<file path="src/rtl/top_k_ctrl.sv">
// top_k_ctrl: sequencer for a chain of K top-k cells.
// Each query goes through four steps. First the chain is cleared. Then one query
// stream is forwarded into the chain head. The controller waits until that stream
// drains out of the chain tail. Finally it snapshots the K cell registers and
// emits them as a K-beat result stream, largest value first. After the last
// result beat is taken, the controller clears the chain again for the next query.
//
// Handshake rule on every stream port: a beat transfers on a rising edge where
// TVALID and TREADY are both high. A source holds TVALID, TDATA and TLAST stable
// until that transfer happens. This block never lowers m_result_TVALID before
// the beat is accepted.
module top_k_ctrl #(
    parameter int K            = 8,
    parameter int INTEGER_SIZE = 32,
    parameter int CNT_WIDTH    = 32
) (
    input  logic                      clk,
    input  logic                      rst_n,
    // upstream query stream
    input  logic [INTEGER_SIZE-1:0]   s_data_TDATA,
    input  logic                      s_data_TVALID,
    input  logic                      s_data_TLAST,
    output logic                      s_data_TREADY,
    // chain head
    output logic                      chain_en,
    output logic                      chain_clear,
    output logic [INTEGER_SIZE-1:0]   chain_TDATA,
    output logic                      chain_TVALID,
    output logic                      chain_TLAST,
    input  logic                      chain_TREADY,
    // chain tail
    input  logic                      tail_TVALID,
    input  logic                      tail_TLAST,
    output logic                      tail_TREADY,
    // cell registers, cell i at [i*INTEGER_SIZE +: INTEGER_SIZE], cell 0 = maximum
    input  logic [K*INTEGER_SIZE-1:0] reg_TDATA,
    // result stream
    output logic [INTEGER_SIZE-1:0]   m_result_TDATA,
    output logic                      m_result_TVALID,
    output logic                      m_result_TLAST,
    input  logic                      m_result_TREADY,
    // status
    output logic [CNT_WIDTH-1:0]      elem_count,
    output logic                      busy,
    // debug view of the sequencer state (0 CLEAR, 1 STREAM, 2 DRAIN, 3 OUTPUT)
    output logic [1:0]                dbg_state
);

    typedef enum logic [1:0] {
        ST_CLEAR  = 2'd0,
        ST_STREAM = 2'd1,
        ST_DRAIN  = 2'd2,
        ST_OUTPUT = 2'd3
    } state_t;

    localparam int IDX_W  = (K > 1) ? $clog2(K) : 1;
    localparam int WAIT_W = $clog2(2 * K + 3);

    // The clear pulse moves down the chain at 2 cycles per cell. The wait
    // counter therefore runs from 0 to 2*K+2 before the controller leaves CLEAR.
    localparam logic [WAIT_W-1:0] WAIT_LAST = WAIT_W'(2 * K + 2);
    localparam logic [IDX_W-1:0]  IDX_LAST  = IDX_W'(K - 1);

    state_t                  r_state;
    state_t                  w_next_state;
    logic [WAIT_W-1:0]       r_wait;
    logic                    r_en;
    logic [CNT_WIDTH-1:0]    r_run_cnt;
    logic [CNT_WIDTH-1:0]    r_elem_cnt;
    logic [IDX_W-1:0]        r_idx;
    logic [INTEGER_SIZE-1:0] r_snap [K];

    logic w_in_accept;
    logic w_tail_last;
    logic w_out_accept;
    logic w_out_last;
    logic w_clear_done;

    // Transfer qualifiers for each state.
    // A tail TLAST is looked at only in DRAIN. A stale one from the previous
    // query, arriving during CLEAR or STREAM, must not end the current query.
    assign w_in_accept  = (r_state == ST_STREAM) && s_data_TVALID && chain_TREADY;
    assign w_tail_last  = (r_state == ST_DRAIN) && tail_TVALID && tail_TLAST;
    assign w_out_accept = (r_state == ST_OUTPUT) && m_result_TREADY;
    assign w_out_last   = w_out_accept && (r_idx == IDX_LAST);
    assign w_clear_done = (r_state == ST_CLEAR) && r_en && (r_wait == WAIT_LAST);

    // State register.
    // r_en goes high on the first edge after reset is released. It drives both
    // chain_en and tail_TREADY, and it also marks the first CLEAR cycle.
    always_ff @(posedge clk) begin
        if (!rst_n) begin
            r_state <= ST_CLEAR;
            r_en    <= 1'b0;
        end else begin
            r_state <= w_next_state;
            r_en    <= 1'b1;
        end
    end

    // Clear wait counter.
    // It counts only while CLEAR is live and sits at 0 in every other state.
    // Because of that, each entry into CLEAR starts a new pulse with the counter at 0.
    always_ff @(posedge clk) begin
        if (!rst_n) begin
            r_wait <= '0;
        end else if ((r_state == ST_CLEAR) && r_en && !w_clear_done) begin
            r_wait <= r_wait + 1'b1;
        end else begin
            r_wait <= '0;
        end
    end

    // Running element counter.
    // It is zeroed by CLEAR and saturates at all-ones.
    always_ff @(posedge clk) begin
        if (!rst_n) begin
            r_run_cnt <= '0;
        end else if (r_state == ST_CLEAR) begin
            r_run_cnt <= '0;
        end else if (w_in_accept && (r_run_cnt != {CNT_WIDTH{1'b1}})) begin
            r_run_cnt <= r_run_cnt + 1'b1;
        end
    end

    // Completed-query element count, loaded when the tail TLAST arrives.
    always_ff @(posedge clk) begin
        if (!rst_n) begin
            r_elem_cnt <= '0;
        end else if (w_tail_last) begin
            r_elem_cnt <= r_run_cnt;
        end
    end

    // Result beat index.
    // It is set to 0 at capture, steps on each accepted beat, and wraps back to 0 after the last beat.
    always_ff @(posedge clk) begin
        if (!rst_n) begin
            r_idx <= '0;
        end else if (w_tail_last) begin
            r_idx <= '0;
        end else if (w_out_accept) begin
            r_idx <= w_out_last ? '0 : (r_idx + 1'b1);
        end
    end

    // Snapshot of the cell registers, taken once per query.
    // Later changes in the cells do not reach the result stream.
    always_ff @(posedge clk) begin
        if (!rst_n) begin
            for (int i = 0; i < K; i++) begin
                r_snap[i] <= '0;
            end
        end else if (w_tail_last) begin
            for (int i = 0; i < K; i++) begin
                r_snap[i] <= reg_TDATA[i*INTEGER_SIZE +: INTEGER_SIZE];
            end
        end
    end

    // Next-state logic and all state-dependent outputs.
    always_comb begin
        w_next_state    = r_state;
        s_data_TREADY   = 1'b0;
        chain_TDATA     = '0;
        chain_TVALID    = 1'b0;
        chain_TLAST     = 1'b0;
        m_result_TDATA  = '0;
        m_result_TVALID = 1'b0;
        m_result_TLAST  = 1'b0;
        busy            = 1'b1;
        chain_clear     = 1'b0;

        case (r_state)
            ST_CLEAR: begin
                chain_clear = r_en && (r_wait == '0);
                if (w_clear_done) begin
                    w_next_state = ST_STREAM;
                end
            end
            ST_STREAM: begin
                s_data_TREADY = chain_TREADY;
                chain_TDATA   = s_data_TDATA;
                chain_TVALID  = s_data_TVALID;
                chain_TLAST   = s_data_TLAST;
                busy          = (r_run_cnt != '0);
                if (w_in_accept && s_data_TLAST) begin
                    w_next_state = ST_DRAIN;
                end
            end
            ST_DRAIN: begin
                if (w_tail_last) begin
                    w_next_state = ST_OUTPUT;
                end
            end
            ST_OUTPUT: begin
                m_result_TDATA  = r_snap[r_idx];
                m_result_TVALID = 1'b1;
                m_result_TLAST  = (r_idx == IDX_LAST);
                if (w_out_last) begin
                    w_next_state = ST_CLEAR;
                end
            end
            default: begin
                w_next_state = ST_CLEAR;
            end
        endcase
    end

    assign chain_en    = r_en;
    assign tail_TREADY = r_en;
    assign elem_count  = r_elem_cnt;
    assign dbg_state   = r_state;

endmodule

</file>
<file path="config.mk">
export PLATFORM = sky130hd
export DESIGN_NAME = top_k_ctrl
export DESIGN_NICKNAME = d
export VERILOG_FILES = /design/src/rtl/top_k_ctrl.sv
export SDC_FILE = /design/constraint.sdc
export NUM_CORES = 1
export LEC_CHECK = 0
export CORE_MARGIN = 2
export CORE_UTILIZATION = 25
export DETAILED_ROUTE_END_ITERATION = 7
export PLACE_DENSITY_LB_ADDON = 0.1
export SLEW_MARGIN = 25
export SYNTH_ARGS = -nofsm -noshare
export SYNTH_HDL_FRONTEND = slang
export SYNTH_SLANG_ARGS = --single-unit
</file>
<file path="constraint.sdc">
create_clock -name clk -period 9.61 [get_ports clk]
set_input_delay 1.4415 -clock clk [delete_from_list [all_inputs] [get_ports clk]]
set_output_delay 1.4415 -clock clk [all_outputs]
set_load 0.02 [all_outputs]
</file>
==> results.ini, run 1 <==
[global_route]
track_usage_pct=14.7
grt_max_degree=121
grt_pass1_vias=10700
grtUsageMet3_pct=4.09
antenna_found_initial=12
use_met2_pct=24.8
busiest_layer=met2
grt_pass1_wl_mm=68.8
grt_overflow=0
met1_usage_pct=18.6

[synthesis]
synthMuxAreaShare_pct=11.8
synth_top_family_by_area=simple AND/OR/NAND/NOR gates
synth_cell_types=53
synth-async-reset-ratio_pct=0
yosysTopAreaCell=edfxtp_1
synth_area_leaders=edfxtp_1, and2_1, dfxtp_1, mux4_2, mux2i_1
synth-adder-area-share_pct=0.995
synth.top_cell.area_share_pct=50.9
synth_compound_area_share_pct=4.15
netlist_area_sq_um=15100
synth_flop_cell=edfxtp_1
syn-num-nets=1392
ys_ff_latch=334
yosys_warnings=0
synth_edf_count=256
syn_avg_cell_area_sq_um=13.9
synth_simple_gate_area_share_pct=18.5
synth_seq_area_share_pct=61.3
synthXorXnorAreaFrac_pct=1.04
synthCells=1084

[placed_design]
gp_congestion=0.742
hpwl_mm=31.4
io_buffer_count=402

[worst_setup_path]
endpoint_kind=output port
worstSetupStartpointType=flip-flop
arrival_ns=3.49
cp_data_required_time_ns=8.17
crit_path_max_fanout=42
worstSetupPathType=flip-flop to output port

[timing]
clock_skew_ns=0.0110
setup_viol_count_final=0
worst_pin_slew_ns=1.00
period_share_pct=51.4
slew_headroom_pct=33.2
setup_tns_ns=0
min_period_ns=4.94
report.final.slew_viol_count=0
hold_ws_ns=0.464
fmax_mhz=203
rsz0062_at_grt=no
final-hold-violation-count=0

[power]
peakVddDrop_mv=0.0950
power_uw=3350
p_leak_uw=0.00710
power_density_nw_per_um2=158

[cells_and_area]
postLayoutCoreUtil_pct=35.4
drive_above_1_share_pct=9.93
syn_to_final_growth_pct=40.6
fillCellCount=5864
fin_nets=1777

[die]
core_sq_um=60000
start_util_pct=25.1
die_w_microns=250
fp.dieH_microns=250
num_io_pins=403
placementRows=90
die_area_sq_um=62400

[min_path]
hold_class=flip-flop to flip-flop

[clock_network]
path_clk_slew_ns=0.06
cts_sinks=334
cts_tree=built
cts-root-buf=clkbuf_16
clkLatencyLatePin_ns=0.55
cts_made_buffers=42
max-clock-path-buffers=3
cts_resized=0
holdBufCountCts=0
h-tree-depth=2
cts_setup_buffers=0

[drt]
drc=0
drt_pass1_iterations=4
avgViaCountPerCell=4.39
wl_mm=46.5
vias=10000
wl_per_cell_microns=20.4
drt_iter0_drc=328
ant_nets=0

[status]
status=finished clean

[job]
drv_cap=0

worst paths after layout:
| kind | from | endpoint | slack [ns] | depth (start not counted) |
|---|---|---|---|---|
| max | flip-flop | m_result_TDATA[13] | 4.67 | 5 |
| min | r_wait[0] | r_wait[0] | 0.46 | 1 |
| max reg2reg | dbg_state[0] | r_snap[2][5] | 6.24 | 7 |
| min reg2reg | r_wait[0] | r_wait[0] | 0.46 | 1 |
state kept, by name (all words and copies together) (netlist names), named ones only:
signal / cells
dbg_state: 2
elem_count: 32
r_snap: 256
r_wait: 5
r_run_cnt: 32
r_idx: 3
chain_en: 1
cell usage after synthesis, drive strengths merged (2+ instances only):
cell	instances
and2	293
edfxtp	256
dfxtp	78
mux4	64
clkbuf	54
nor2	36
mux2i	34
a22o	33
nor2b	32
a21oi	21
nand3	19
buf	18
nand2	18
xnor2	14
nand4	13
nor4	13
ha	12
inv	10
or3	9
o21ai	8
a211oi	5
or4	5
a2111oi	4
and3	4
nor3b	4
o31ai	4
xor2	4
and4	3
a21o	2
nand4b	2
nor3	2
metal layers:
metal,routed length (microns),vias up,part of all wire (%)
met5,137,-,0.29
met4,812,22,1.7
met3,2800,76,6.0
met2,22600,235,49
met1,20100,4945,43
li1,-,4750,-
placed cells by master (no fill, tap or decap), types with 4 or more instances in the layout:
cell             Yosys  routed
clkdlybuf4s50_1      0     401
and2_1             293     293
edfxtp_1           256     256
dfxtp_1             78      75
mux4_2              64      64
clkbuf_16            0      44
nor2_1              35      34
mux2i_1             34      34
a22o_1              33      33
nor2b_1             32      32
a21oi_1             20      20
nand3_1             19      19
nand2_1             18      18
xnor2_1             14      14
clkbuf_1            53      12
nand4_1             10      10
nor4_1              10      10
ha_1                12      10
buf_4                1      10
or3_1                9       9
inv_1               10       9
clkinv_1             0       8
a211oi_1             5       5
o21ai_1              5       5
or4_1                5       5
and3_1               4       4
nor3b_1              4       4
xor2_1               4       4
o31ai_1              4       4
clkinv_2             0       4
where the power goes:
| part | total [uW] | switching, uW | leakage [uW] | internal [uW] |
|---|---|---|---|---|
| logic | 194 | 59.3 | 0.00339 | 135 |
| registers | 1630 | 17.2 | 0.00307 | 1620 |
| clock network | 1520 | 613 | 0.000639 | 911 |
cell type report:
class	instances	area [sq um]	share of cell area, %
Clock buffer	59	1190	5.59
Antenna cell	1	2.50	0.0118
Clock inverter	16	126	0.595
Inverter	10	45.0	0.212
Timing Repair Buffer	413	4110	19.3
Sequential cell	334	9260	43.6
Tap cell	782	978	4.61
Multi-Input combinational cell	668	5530	26.0
logic make-up (layout without fill, tap and decap cells):
group           count (synthesis)  after routing
compound gates                 84             84
xor+xnor                       18             18
fa+ha+maj                      12             12
buf+inv                        82            498
flops                         334            334
mux                            98             98
other cells                     0              1
simple gates                  456            456
worst max-delay path, cell delays in order, from the launching register on:
cell and delay [ns]:
dfxtp_4 0.70, buf_4 0.82, mux4_2 0.61, mux2i_1 0.15, nor2b_1 0.06, clkdlybuf4s50_1 0.57
per-stage QoR:
stage          std cells  setup WS, ns  area, sq um
2_1_floorplan       1084          2.02        15100
3_3_place_gp        2207          4.94        19900
3_5_place_dp        2207          4.94        19900
4_1_cts             2282          4.44        21200
5_1_grt             2282          4.27        21200
6_report            2283          4.67        21200
No activity file was read; power rests on OpenSTA's default activity.
==> run 2, diff against run 1 <==
==> constraint.sdc (replaced) <==
create_clock -name clk -period 4 [get_ports clk]
set_input_delay 0.6 -clock clk [delete_from_list [all_inputs] [get_ports clk]]
set_output_delay 0.6 -clock clk [all_outputs]
set_load 0.02 [all_outputs]
==> run 2 against run 1 <==
Clock power up 140%. Core utilization up 0.33 points. Wire length rose by 1.2%. Sequential share of layout area down 0.38 points. Worst hold slack improved by 0.0043 ns. Via count barely moved. Critical path depth stayed put. Clock skew rose by 0.0043 ns. Largest power group unchanged. First-iteration DRC count rose by 37%.
==> results.ini, run 2 (synthesized netlist as in run 1, its figures left out) <==
[clock_network]
holdBufCountCts=0
h-tree-depth=2
path_clk_slew_ns=0.05
max-clock-path-buffers=3
cts_made_buffers=41
cts_tree=built
cts_setup_buffers=0
cts_sinks=334
cts-root-buf=clkbuf_16
cts_resized=0
clkLatencyLatePin_ns=0.56

[cells_and_area]
multiInputGateArea_sq_um=5540
layout_common_cells=clkdlybuf4s50_1, and2_1, edfxtp_1
fin_area_sq_um=21400
syn_to_final_growth_pct=42.0
fin_nets=1785
drive_above_1_share_pct=11.1
final_common_cell=clkdlybuf4s50_1
largest_register=r_snap
largest_register_ffs=256
seq_area_sq_um=9260
fillCellCount=5827

[drt]
avgViaCountPerCell=4.37
ant_nets=0
drt_iter0_drc=448
drt_pass1_iterations=5
wl_mm=47.0
wl_per_cell_microns=20.5
vias=10000
drc=0

[die]
die_area_sq_um=62400
fp.dieH_microns=250
die_w_microns=250
placementRows=90
num_io_pins=403
core_sq_um=60000
start_util_pct=25.1

[timing]
min_period_ns=3.51
period_share_pct=87.7
setup_viol_count_final=0
rsz0062_at_grt=no
worst_pin_slew_ns=0.922
final-hold-violation-count=0
fmax_mhz=285
slew_headroom_pct=38.1
clock_skew_ns=0.0153
setup_tns_ns=0
report.final.slew_viol_count=0

[worst_setup_path]
r2r_cells=5
worstSetupPathType=flip-flop to output port
cp_data_required_time_ns=3.40
reg2reg_slack_ns=1.49
endpoint_kind=output port
crit_path_max_fanout=64
rr_endpoint=r_run_cnt[22]
r2r-start=r_run_cnt[18]
worstSetupStartpointType=flip-flop
arrival_ns=2.91
critPathCapture=m_result_TDATA[18]

[power]
p_leak_uw=0.00718
peakVddDrop_mv=0.275
power_density_nw_per_um2=375

[global_route]
grt_max_degree=132
track_usage_pct=15.0
grt_pass1_wl_mm=69.7
grt_overflow=0
grt_pass1_vias=10700
antenna_found_initial=11

[placed_design]
io_buffer_count=402
gp_congestion=0.754
placed_area_sq_um=20100
hpwl_mm=32.7

[min_path]
hold_class=flip-flop to flip-flop

[job]
drv_cap=0

[status]
status=finished clean

-- run 2: metal layers --
layer | track usage [%] | wire length [microns] | vias up
met2 | 25.4 | 23200 | 270
li1 | - | - | 4787
met1 | 19.3 | 20500 | 4909
met4 | 4.10 | 903 | 8
met3 | 3.18 | 2380 | 58
met5 | 0 | 58 | -
-- run 2: final cells by class --
cell class / instances / share of cell area [%]
antenna: 6 / 0.0701
clock buffer: 59 / 5.63
timing repair buffer: 422 / 19.9
multi-input combinational: 668 / 25.9
tap: 782 / 4.57
inverter: 10 / 0.204
sequential: 334 / 43.2
clock inverter: 17 / 0.520
-- run 2: worst min-delay path by stage --
stage          startpoint        end  slack, ns  depth (start not counted)
5_1_grt         r_wait[0]  r_wait[0]       0.49                          1
4_1_cts         r_wait[0]  r_wait[0]       0.47                          1
3_3_place_gp    r_wait[0]  r_wait[0]       0.45                          1
3_5_place_dp    r_wait[0]  r_wait[0]       0.46                          1
6_report        r_wait[0]  r_wait[0]       0.47                          1
2_1_floorplan   r_wait[0]  r_wait[0]       0.43                          1
-- run 2: through the flow --
| stage | cells | worst slack, ns | power, uW | utilization (%) | hold WS, ns |
|---|---|---|---|---|---|
| detailed placement | 2216 | 1.03 | 4490 | 33.5 | 0.455 |
| CTS | 2292 | 0.427 | 8180 | 35.7 | 0.468 |
| finish | 2298 | 0.490 | 8030 | 35.7 | 0.468 |
| floorplan | 1084 | -1.31 | 4130 | - | 0.430 |
| global route | 2294 | 0.333 | 8340 | 35.7 | 0.487 |
| global placement | 2216 | 1.05 | 4480 | 33.5 | 0.448 |
-- run 2: power breakdown --
part           switching [uW]  internal, uW  leakage (uW)  total [uW]
Sequential               43.0          3880       0.00307        3930
Clock                    1460          2160      0.000652        3630
Combinational             148           327       0.00345         475
-- run 2: worst max-delay path: stages, from the launching register on --
cell and delay [ns]:
dfxtp_4 0.34, buf_12 0.40, mux4_2 0.62, mux2i_1 0.20, nor2b_1 0.07, clkdlybuf4s50_1 0.58
==> run 3, diff against run 2 <==
--- a/config.mk
+++ b/config.mk
@@ -8,7 +8,7 @@
 export CORE_MARGIN = 2
 export CORE_UTILIZATION = 25
 export DETAILED_ROUTE_END_ITERATION = 7
-export PLACE_DENSITY_LB_ADDON = 0.1
+export REMOVE_ABC_BUFFERS = 1
 export SLEW_MARGIN = 25
 export SYNTH_ARGS = -nofsm -noshare
 export SYNTH_HDL_FRONTEND = slang
==> constraint.sdc (replaced) <==
create_clock -name clk -period 4 [get_ports clk]
set_input_delay 0.4 -clock clk [delete_from_list [all_inputs] [get_ports clk]]
set_output_delay 0.4 -clock clk [all_outputs]
set_load 0.02 [all_outputs]
==> run 3 against run 2 <==
Clock skew rose by 0.0031 ns. Maximum frequency rose by 11%. First-iteration DRC count rose by 16%. Via count rose by 0.49%. Register-to-register slack got worse by 0.09 ns. Clock power fell by 8.8%. Count of clock-buffer cells in the layout fell by 4. Flip-flop and latch count did not move. Die area did not move. Largest power group unchanged.
==> results.ini, run 3 (synthesized netlist as in run 1, its figures left out) <==
[worst_setup_path]
reg2reg_slack_ns=1.40
worstSetupStartpointType=flip-flop
cp_data_required_time_ns=3.60
r2r_cells=7
r2r-start=dbg_state[1]
rr_endpoint=r_run_cnt[30]
worstSetupPathType=flip-flop to output port
crit_path_max_fanout=38
endpoint_kind=output port
arrival_ns=2.75

[power]
peakVddDrop_mv=0.243
power_density_nw_per_um2=363
p_leak_uw=0.00710
power_uw=7720

[global_route]
grt_pass1_wl_mm=64.3
grt_overflow=0
track_usage_pct=13.5
grt_max_degree=154
antenna_found_initial=14
grt_pass1_vias=10700

[cells_and_area]
largest_register=r_snap
syn_to_final_growth_pct=40.8
largest_register_ffs=256
drive_above_1_share_pct=10.2
layout_common_cells=clkdlybuf4s50_1, and2_1, edfxtp_1
fin_nets=1779
final_common_cell=clkdlybuf4s50_1
fin_area_sq_um=21300

[timing]
slew_headroom_pct=41.2
min_period_ns=3.15
rsz0062_at_grt=no
fmax_mhz=317
report.final.slew_viol_count=0
period_share_pct=78.8
final-hold-violation-count=0
setup_viol_count_final=0
worst_pin_slew_ns=0.876
clock_skew_ns=0.0184

[min_path]
min_to=chain_en
hp-start=rst_n
hold_class=input port to flip-flop
whs_path_depth=1

[clock_network]
h-tree-depth=2
cts_setup_buffers=0
clkLatencyLatePin_ns=0.55
cts_made_buffers=38
max-clock-path-buffers=3
cts_tree=built
holdBufCountCts=0
path_clk_slew_ns=0.06
cts_resized=0
cts_sinks=334
cts-root-buf=clkbuf_16

[drt]
wl_mm=42.9
wl_per_cell_microns=18.8
avgViaCountPerCell=4.41
drt_iter0_drc=520
drt_pass1_iterations=5
vias=10100
drc=0
ant_nets=0

[die]
num_io_pins=403
die_area_sq_um=62400
start_util_pct=25.1
placementRows=90
die_w_microns=250
fp.dieH_microns=250
core_sq_um=60000

[job]
drv_cap=0

[placed_design]
io_buffer_count=402
placed_area_sq_um=20100
hpwl_mm=29.7
gp_congestion=0.821

[status]
status=finished clean

==> run 3: cell types whose count changed in the layout (fill, tap and decap cells not counted), moves of 2 or more <==
cell,delta
buf_4,-3
clkbuf_16,-4
clkinv_2,-3
clkinv_8,+2
clkinvlp_4,-2
dfxtp_1,+2
dfxtp_2,-2
diode_2,-4
==> run 3: area by class of cell <==
| cell class | count | area [sq um] |
|---|---|---|
| Tap cell | 782 | 978 |
| Timing Repair Buffer | 419 | 4250 |
| Fill cell | 5834 | 38800 |
| Antenna cell | 2 | 5.00 |
| Multi-Input combinational cell | 668 | 5530 |
| Clock inverter | 14 | 91.3 |
| Sequential cell | 334 | 9260 |
| Clock buffer | 55 | 1100 |
| Inverter | 10 | 45.0 |
==> run 3: power breakdown <==
part / leakage, uW / switching [uW] / internal, uW
clock: 0.000588 / 1390 / 1920
sequential: 0.00307 / 42.8 / 3880
combinational: 0.00345 / 155 / 334
total: 0.00710 / 1590 / 6130
==> run 3: critical path, stage by stage, from the launching register on <==
cell and delay (ns):
dfxtp_4 0.78, buf_12 0.28, mux4_2 0.32, mux2i_1 0.20, nor2b_1 0.07, clkdlybuf4s50_1 0.54
==> run 3: metal layers <==
metal,GRT usage [%],vias up,routed length (microns)
met5,0,-,156
met4,3.36,24,706
met3,4.31,68,3150
met2,22.0,292,20300
met1,17.3,4938,18600
li1,-,4759,-
==> run 3: worst max path at each step <==
stage | depth (start not counted) | to | startpoint | slack (ns)
after floorplan | 4 | r_snap[0][0] | dbg_state[1] | -2.91
after global placement | 3 | m_result_TDATA[27] | dbg_state[1] | 1.31
after detailed placement | 5 | m_result_TDATA[6] | flip-flop | 1.32
after CTS | 5 | m_result_TDATA[6] | flip-flop | 0.71
after global routing | 5 | m_result_TDATA[6] | flip-flop | 0.66
final | 5 | m_result_TDATA[15] | flip-flop | 0.85
==> run 3: per-stage QoR <==
step                hold slack [ns]  TNS (ns)  std cells  utilization (%)  setup WS [ns]
floorplan                     0.428  -1217.97       1012                -          -2.91
global placement              0.448         0       2213             33.4           1.31
detailed placement            0.456         0       2213             33.4           1.32
CTS                           0.216         0       2282             35.4          0.706
global route                  0.232         0       2283             35.4          0.659
finish                        0.216         0       2284             35.4          0.847
